## config.mk

```make
export PLATFORM = sky130hd
export DESIGN_NAME = sram_dist_2p_clr
export DESIGN_NICKNAME = d
export VERILOG_FILES = /design/src/rtl/sram_dist_2p_clr.sv
export SDC_FILE = /design/constraint.sdc
export NUM_CORES = 2
export LEC_CHECK = 0
export CORE_ASPECT_RATIO = 1.25
export CORE_UTILIZATION = 60
export DETAILED_ROUTE_END_ITERATION = 10
export PLACE_DENSITY = 0.76
export SLEW_MARGIN = 5
export SYNTH_ARGS = -nofsm -noshare
export SYNTH_HDL_FRONTEND = slang
export SYNTH_SLANG_ARGS = --single-unit
```

## constraint.sdc

```tcl
create_clock -name clk -period 4.93 [get_ports clk]
set_clock_uncertainty 0.1 [all_clocks]
set_input_delay 0.986 -clock clk [delete_from_list [all_inputs] [get_ports clk]]
set_output_delay 0.986 -clock clk [all_outputs]
set_load 0.03 [all_outputs]
```

## src/rtl/sram_dist_2p_clr.sv

```systemverilog
// Simple dual-port distributed RAM with byte-lane writes, registered read port and a clear sequencer.
// Optional per-lane even parity with a par_err read flag is enabled by defining SRAM_DIST_PARITY_EN.
module sram_dist_2p_clr #(
    parameter int                    DATA_WIDTH     = 16,
    parameter int                    LANE_WIDTH     = 8,
    parameter int                    HEIGHT         = 128,
    parameter int                    ADDR_BITS      = 7,
    parameter int                    RDW_MODE       = 0,
    parameter logic [DATA_WIDTH-1:0] CLEAR_VALUE    = '0,
    parameter int                    CLEAR_ON_RESET = 1
) (
    input  logic                             clk,
    input  logic                             rst,
    input  logic                             clr_req,
    output logic                             busy,
    input  logic                             wr_en,
    input  logic [ADDR_BITS-1:0]             wr_addr,
    input  logic [DATA_WIDTH-1:0]            wr_data,
    input  logic [DATA_WIDTH/LANE_WIDTH-1:0] wr_be,
    input  logic                             rd_en,
    input  logic [ADDR_BITS-1:0]             rd_addr,
    output logic [DATA_WIDTH-1:0]            rd_data,
    output logic                             rd_valid
`ifdef SRAM_DIST_PARITY_EN
   ,output logic [DATA_WIDTH/LANE_WIDTH-1:0] par_err
`endif
);
    localparam int LANES = DATA_WIDTH / LANE_WIDTH;
`ifdef SRAM_DIST_PARITY_EN
    localparam int ROW_W = DATA_WIDTH + LANES;
`else
    localparam int ROW_W = DATA_WIDTH;
`endif
    localparam logic [ADDR_BITS:0]   HEIGHT_L = (ADDR_BITS+1)'(HEIGHT);
    localparam logic [ADDR_BITS-1:0] LAST_ROW = ADDR_BITS'(HEIGHT - 1);

    generate
        if (DATA_WIDTH % LANE_WIDTH != 0) begin : g_bad_lane
            $error("DATA_WIDTH must be a multiple of LANE_WIDTH");
        end
        if ((1 << ADDR_BITS) < HEIGHT) begin : g_bad_addr
            $error("ADDR_BITS too small for HEIGHT");
        end
    endgenerate

    // Row layout is {lane parity, data}; without parity the row is data only.
    function automatic logic [ROW_W-1:0] make_row(input logic [DATA_WIDTH-1:0] d);
        logic [ROW_W-1:0] row;
        row = '0;
        row[DATA_WIDTH-1:0] = d;
`ifdef SRAM_DIST_PARITY_EN
        for (int i = 0; i < LANES; i++) row[DATA_WIDTH+i] = ^d[i*LANE_WIDTH +: LANE_WIDTH];
`endif
        return row;
    endfunction

    typedef enum logic {IDLE, CLEAR} state_t;

    (* ram_style = "distributed" *) logic [ROW_W-1:0] r_mem [HEIGHT];

    state_t                  r_state, w_next;
    logic                    r_init;
    logic [ADDR_BITS-1:0]    r_cnt;
    logic [DATA_WIDTH-1:0]   r_rd_data;
    logic                    r_rd_valid;
    logic                    w_busy, w_wr_in, w_rd_in, w_wr_act, w_rdw_hit;
    logic [ROW_W-1:0]        w_clr_row, w_wr_old, w_wr_row, w_rd_row;
    logic [DATA_WIDTH-1:0]   w_wr_merge;

    assign w_busy    = (r_state == CLEAR);
    assign busy      = w_busy;
    assign w_wr_in   = ({1'b0, wr_addr} < HEIGHT_L);
    assign w_rd_in   = ({1'b0, rd_addr} < HEIGHT_L);
    assign w_wr_act  = !w_busy && wr_en && w_wr_in;
    assign w_rdw_hit = w_wr_act && (wr_addr == rd_addr);
    assign w_clr_row = make_row(CLEAR_VALUE);
    assign w_wr_old  = r_mem[wr_addr];

    always_comb begin
        w_wr_merge = w_wr_old[DATA_WIDTH-1:0];
        for (int i = 0; i < LANES; i++)
            if (wr_be[i]) w_wr_merge[i*LANE_WIDTH +: LANE_WIDTH] = wr_data[i*LANE_WIDTH +: LANE_WIDTH];
        w_wr_row = make_row(w_wr_merge);
    end

    // Write-first forwards the merged row; read-old sees the array before the edge.
    always_comb begin
        w_rd_row = r_mem[rd_addr];
        if (RDW_MODE == 1 && w_rdw_hit) w_rd_row = w_wr_row;
    end

    // r_init forces one sweep on the first edge after reset releases.
    always_ff @(posedge clk or posedge rst) begin
        if (rst) begin
            r_state <= IDLE;
            r_init  <= (CLEAR_ON_RESET != 0);
            r_cnt   <= '0;
        end else begin
            r_state <= w_next;
            r_init  <= 1'b0;
            r_cnt   <= (w_busy && w_next == CLEAR) ? r_cnt + 1'b1 : '0;
        end
    end

    always_comb begin
        w_next = r_state;
        case (r_state)
            IDLE:    if (r_init || clr_req) w_next = CLEAR;
            CLEAR:   if (r_cnt == LAST_ROW) w_next = IDLE;
            default: w_next = IDLE;
        endcase
    end

    always_ff @(posedge clk) begin
        if (w_busy)        r_mem[r_cnt]   <= w_clr_row;
        else if (w_wr_act) r_mem[wr_addr] <= w_wr_row;
    end

`ifdef SRAM_DIST_PARITY_EN
    logic [ROW_W-1:0] w_rd_recalc;
    logic [LANES-1:0] r_par_err;
    assign w_rd_recalc = make_row(w_rd_row[DATA_WIDTH-1:0]);
    assign par_err     = r_par_err;

    always_ff @(posedge clk or posedge rst) begin
        if (rst)                             r_par_err <= '0;
        else if (!w_busy && rd_en && w_rd_in) r_par_err <= w_rd_recalc[ROW_W-1:DATA_WIDTH] ^ w_rd_row[ROW_W-1:DATA_WIDTH];
        else                                 r_par_err <= '0;
    end
`endif

    always_ff @(posedge clk or posedge rst) begin
        if (rst) begin
            r_rd_data  <= '0;
            r_rd_valid <= 1'b0;
        end else if (!w_busy && rd_en) begin
            r_rd_data  <= w_rd_in ? w_rd_row[DATA_WIDTH-1:0] : '0;
            r_rd_valid <= 1'b1;
        end else begin
            r_rd_valid <= 1'b0;
        end
    end

    assign rd_data  = r_rd_data;
    assign rd_valid = r_rd_valid;

endmodule

```

# Word-level counts from Yosys, hierarchy flattened
# Memories as Yosys holds them, arrays and structs flattened. A register that Yosys moved wholly into a read port is not among the register bits.
# Index checks and enable logic that the tools add are counted.
# op_classes
bitwise_logic	1
n_mux	15
addsub	1
eq_ne	3
n_reduce_logical	8
# ops
op	count
$mux W16	1
$mux W8	2
$reduce_or A16 Y1	1
$mux W7	2
$mux W1	8
$add A7 B1 Y7 const B	1
$eq A7 B7 Y1 const B	1
$reduce_and A2 Y1	2
$logic_and A1 B1 Y1	3
$mux W2	1
$ne A1 B1 Y1 const B	2
$pmux W1 S2	1
$logic_not A1 Y1	1
$logic_or A1 B1 Y1	1
$not A1 Y1	1
# totals
mem_count	1
in_bits	37
wordCells	33
ramBits	2048
regBits	10
output_inout_bits	18
# mem_list
memory	words	width	read_ports	rd_ports_with_merged_regs	write_ports	line_no	rtl
r_mem	128	16	1	1	1	59	(* ram_style = "distributed" *) logic [ROW_W-1:0] r_mem [HEIGHT];

# Depth between registers and ports, before layout
# logic_depth
word_depth	8
mapped_depth	13
depth_no_buf	6

# Least setup slack after synthesis
# No wires, ideal clock.
# synth_timing
kind	input-to-reg
start	in wr_en
end	mem r_mem[0][10] in the netlist's numbering, data pin
n_path_buf	2
stages	5
t_required_ns	4.295
t_arrival_ns	3.581
setup_slack_ns	0.714
path_cell_list	nor2b_1 > o21a_1 > clkbuf_1 > clkbuf_1 > and2_1
# synth_via
elab_chain_len	7
word_cells_on_any_way	8
classes_between	mux: 4; reduce/logical: 4
# synth_lines
element	line_no	rtl
start: declaration	16	input logic wr_en,
$logic_and A1 B1 Y1 (*)	74	assign w_wr_act = !w_busy && wr_en && w_wr_in;
$mux W1 (*)	116	else if (w_wr_act) r_mem[wr_addr] <= w_wr_row;
$mux W1 (*)	115	if (w_busy) r_mem[r_cnt] <= w_clr_row;
$mux W1 (implied by the code) (*)	116	
$reduce_and A2 Y1 (no source line)	-	
$reduce_or A16 Y1 (no source line) (*)	-	
$mux W16 (no source line) (*)	-	
end: declaration	59	
# Mark *: on every way between the ends. The rest lies on a longest branch, timed or not.

==> out/results.ini <==
[drt]
vias = 41700
ant_nets = 0
routedWlPerCell_um = 31.3
drt_iter0_drc = 4958
drc = 0
wl_um = 196000
vias_per_cell = 6.67
drtPass1Iterations = 6

[worst_hold_path]
min_path_cells = 1
hold_path.class = register to register
hp-start = r_cnt[0]$_DFF_PP0_

[power_and_ir_drop]
clkPwrFrac_pct = 41.4
power_switching_share_pct = 19.7
power_leakage_nw = 29.5
total_power_mw = 34.5
comb_power_share_pct = 3.2
p_int_mw = 27.7
switchingPower_mw = 6.78
p_seq_share_pct = 55.4
power.density_nw_per_um2 = 378
irDropWorstVdd_v = 0.000420

[clock_tree]
post-cts-setup-buffer-count = 0
clkSinkCount = 2074
clkLatencyLatePin_ps = 810
hold_buffers = 0
cts.clk_slew.worst_paths_ps = 60
cts_buffers = 181
htreeDepth = 4
tritoncts = done
cts_resized = 0
clockRootBuffer = clkbuf_16
clock_path_buffers = 3

[sta]
final.period_utilization_pct = 77.9
max_freq_mhz = 260
period_minus_slack_ps = 3840
drv_slew = 0
finalHoldViolCount = 0
rsz0062_at_grt = false
worst_pin_slew_ps = 1280
fin_setup_tns_ps = 0
maxSlewHeadroom_pct = 12.5
finalSetupViolations = 0

[floorplanning]
die_h_um = 414
die_w_um = 331
io_pins = 55
start_util_pct = 60.7
dieArea_um2 = 137000
fp.coreArea_um2 = 134000
rows = 150

[synth]
syn_avg_cell_area_um2 = 19.9
yosysWarnings = 0
syn_area_um2 = 81400
async_reset_ff_share_pct = 1.25
ys_seq_area_share_pct = 76.3
synth_edf_count = 2048
postSynthCellCount = 4091
yosys_most_used_dff = edfxtp_1
ys_ff_latch = 2074
synth_nets = 4129
synth_cell_types = 59

[placed_design]
gp_congestion = 0.900
portBuffers = 54
dp_hpwl_um = 124000

[cells_and_area]
drive_gt1_share_pct = 21.5
areaGrowthSynthToFinish_pct = 12.2
antenna_cells = 0
fin_util_pct = 68.1
multi_input_area_um2 = 17700
fill_cells = 8003
nets = 4400
seq_area_um2 = 62200
final_cell_mix = edfxtp_1, mux2i_1, mux4_2, nor2_1, buf_4
layout_commonest_cell = edfxtp_1

[global_route]
antenna_found_initial = 4
globalRouteTotalUtil_pct = 28.8
grt_pass1_vias = 42300
grt_first_pass_wirelength_um = 283000
use_met2_pct = 48.8
grt_max_degree = 85
grt-busiest-layer = met2
grtUsageMet1_pct = 36.7
met3_usage_pct = 5.20
grt-ovfl-total = 0

[worst_setup_path]
required_ps = 5570
cp_data_arrival_time_ps = 4480
rr_startpoint = busy$_DFF_PP0_
reg2reg_to = r_mem[19][12]$_DFFE_PP_
worstPathMaxFanout = 16
r2r_slack_ps = 1300
path_class = input port to register
rr_worst_depth = 8
crit_path_start_kind = input port
startpoint = rd_addr[5]
endpoint_kind = register
worstSetupEndpoint = rd_data[2]$_DFFE_PP0P_

[status]
status = completed

[job]
drv_cap = 0

[per-stage QoR]
step,setup slack (ps),cell area (um^2),hold slack (ps),cells
floorplan,714,81400,386,4091
global placement,132,85300,429,5926
detailed placement,419,85300,438,5927
CTS,1240,91300,474,6254
global route,1010,91300,488,6254
finish,1090,91300,475,6254
[cell families after synthesis]
kind of cell | count (synthesis) | synth area share [%]
flip-flops | 2074 | 76.3
multiplexers | 810 | 15.2
AND/OR/NAND/NOR | 545 | 2.94
AO/OA/AOI/OAI | 399 | 3.41
buffers and inverters | 256 | 2.00
XOR/XNOR | 5 | 0.0538
adder cells (fa/ha/maj) | 1 | 0.0154
other | 1 | 0.00461
[worst min path at each step]
stage                               to  slack (ps)
CTS                 r_cnt[0]$_DFF_PP0_         470
global route        r_cnt[0]$_DFF_PP0_         490
detailed placement      busy$_DFF_PP0_         440
finish              r_cnt[0]$_DFF_PP0_         480
floorplan           r_cnt[0]$_DFF_PP0_         390
global placement        busy$_DFF_PP0_         430
[critical path, cell delays in order]
cell and delay, ps:
clkdlybuf4s50_1 870, and2_1 430, nand2_1 620, nor3_1 230, or4_1 620, a21oi_1 500
a221o_1 200
[flip-flops by register name (all words and copies together), names as in the netlist]
name / flops
busy: 1
r_cnt: 7
r_init: 1
r_mem: 2048
rd_data: 16
rd_valid: 1
[layout make-up]
type	count	share of cell area, %
timing repair buffer	338	3.60
multi-input combinational	1761	19.4
sequential	2074	68.1
tap	1748	2.39
clock buffer	231	5.43
clock inverter	96	1.11
inverter	6	0.0247
[cell usage after synthesis, types with 21 or more instances]
cell,n,area share [%]
buf_4,31,0.29
a221oi_1,32,0.34
nor2b_1,24,0.18
dfrtp_1,25,0.77
and2_1,21,0.16
buf_2,38,0.23
a22oi_1,46,0.42
nor2_1,297,1.4
clkbuf_1,101,0.47
o21ai_0,34,0.21
mux4_2,318,8.8
o22ai_1,113,0.87
mux2i_1,415,5.1
mux2_2,62,0.86
edfxtp_1,2048,76
a21oi_1,54,0.33
a211oi_1,24,0.22
buf_6,55,0.76
nor3_1,53,0.33
nand2_1,85,0.39
[power groups by stage]
stage,Sequential (mW),Clock [mW],Combinational (mW)
after global routing,19.1,15.0,1.16
after detailed placement,19.5,0,1.10
after floorplan,19.5,0,0.757
after CTS,19.1,14.4,1.11
final,19.1,14.3,1.11
after global placement,19.5,0,1.09
[metal layers]
| metal | part of all wire (%) | wire [um] |
|---|---|---|
| met5 | 0.0041 | 8 |
| met4 | 4.7 | 9210 |
| met3 | 9.2 | 18000 |
| met2 | 50 | 98500 |
| met1 | 36 | 69900 |
Note: power is estimated with default switching activity, not from simulation.
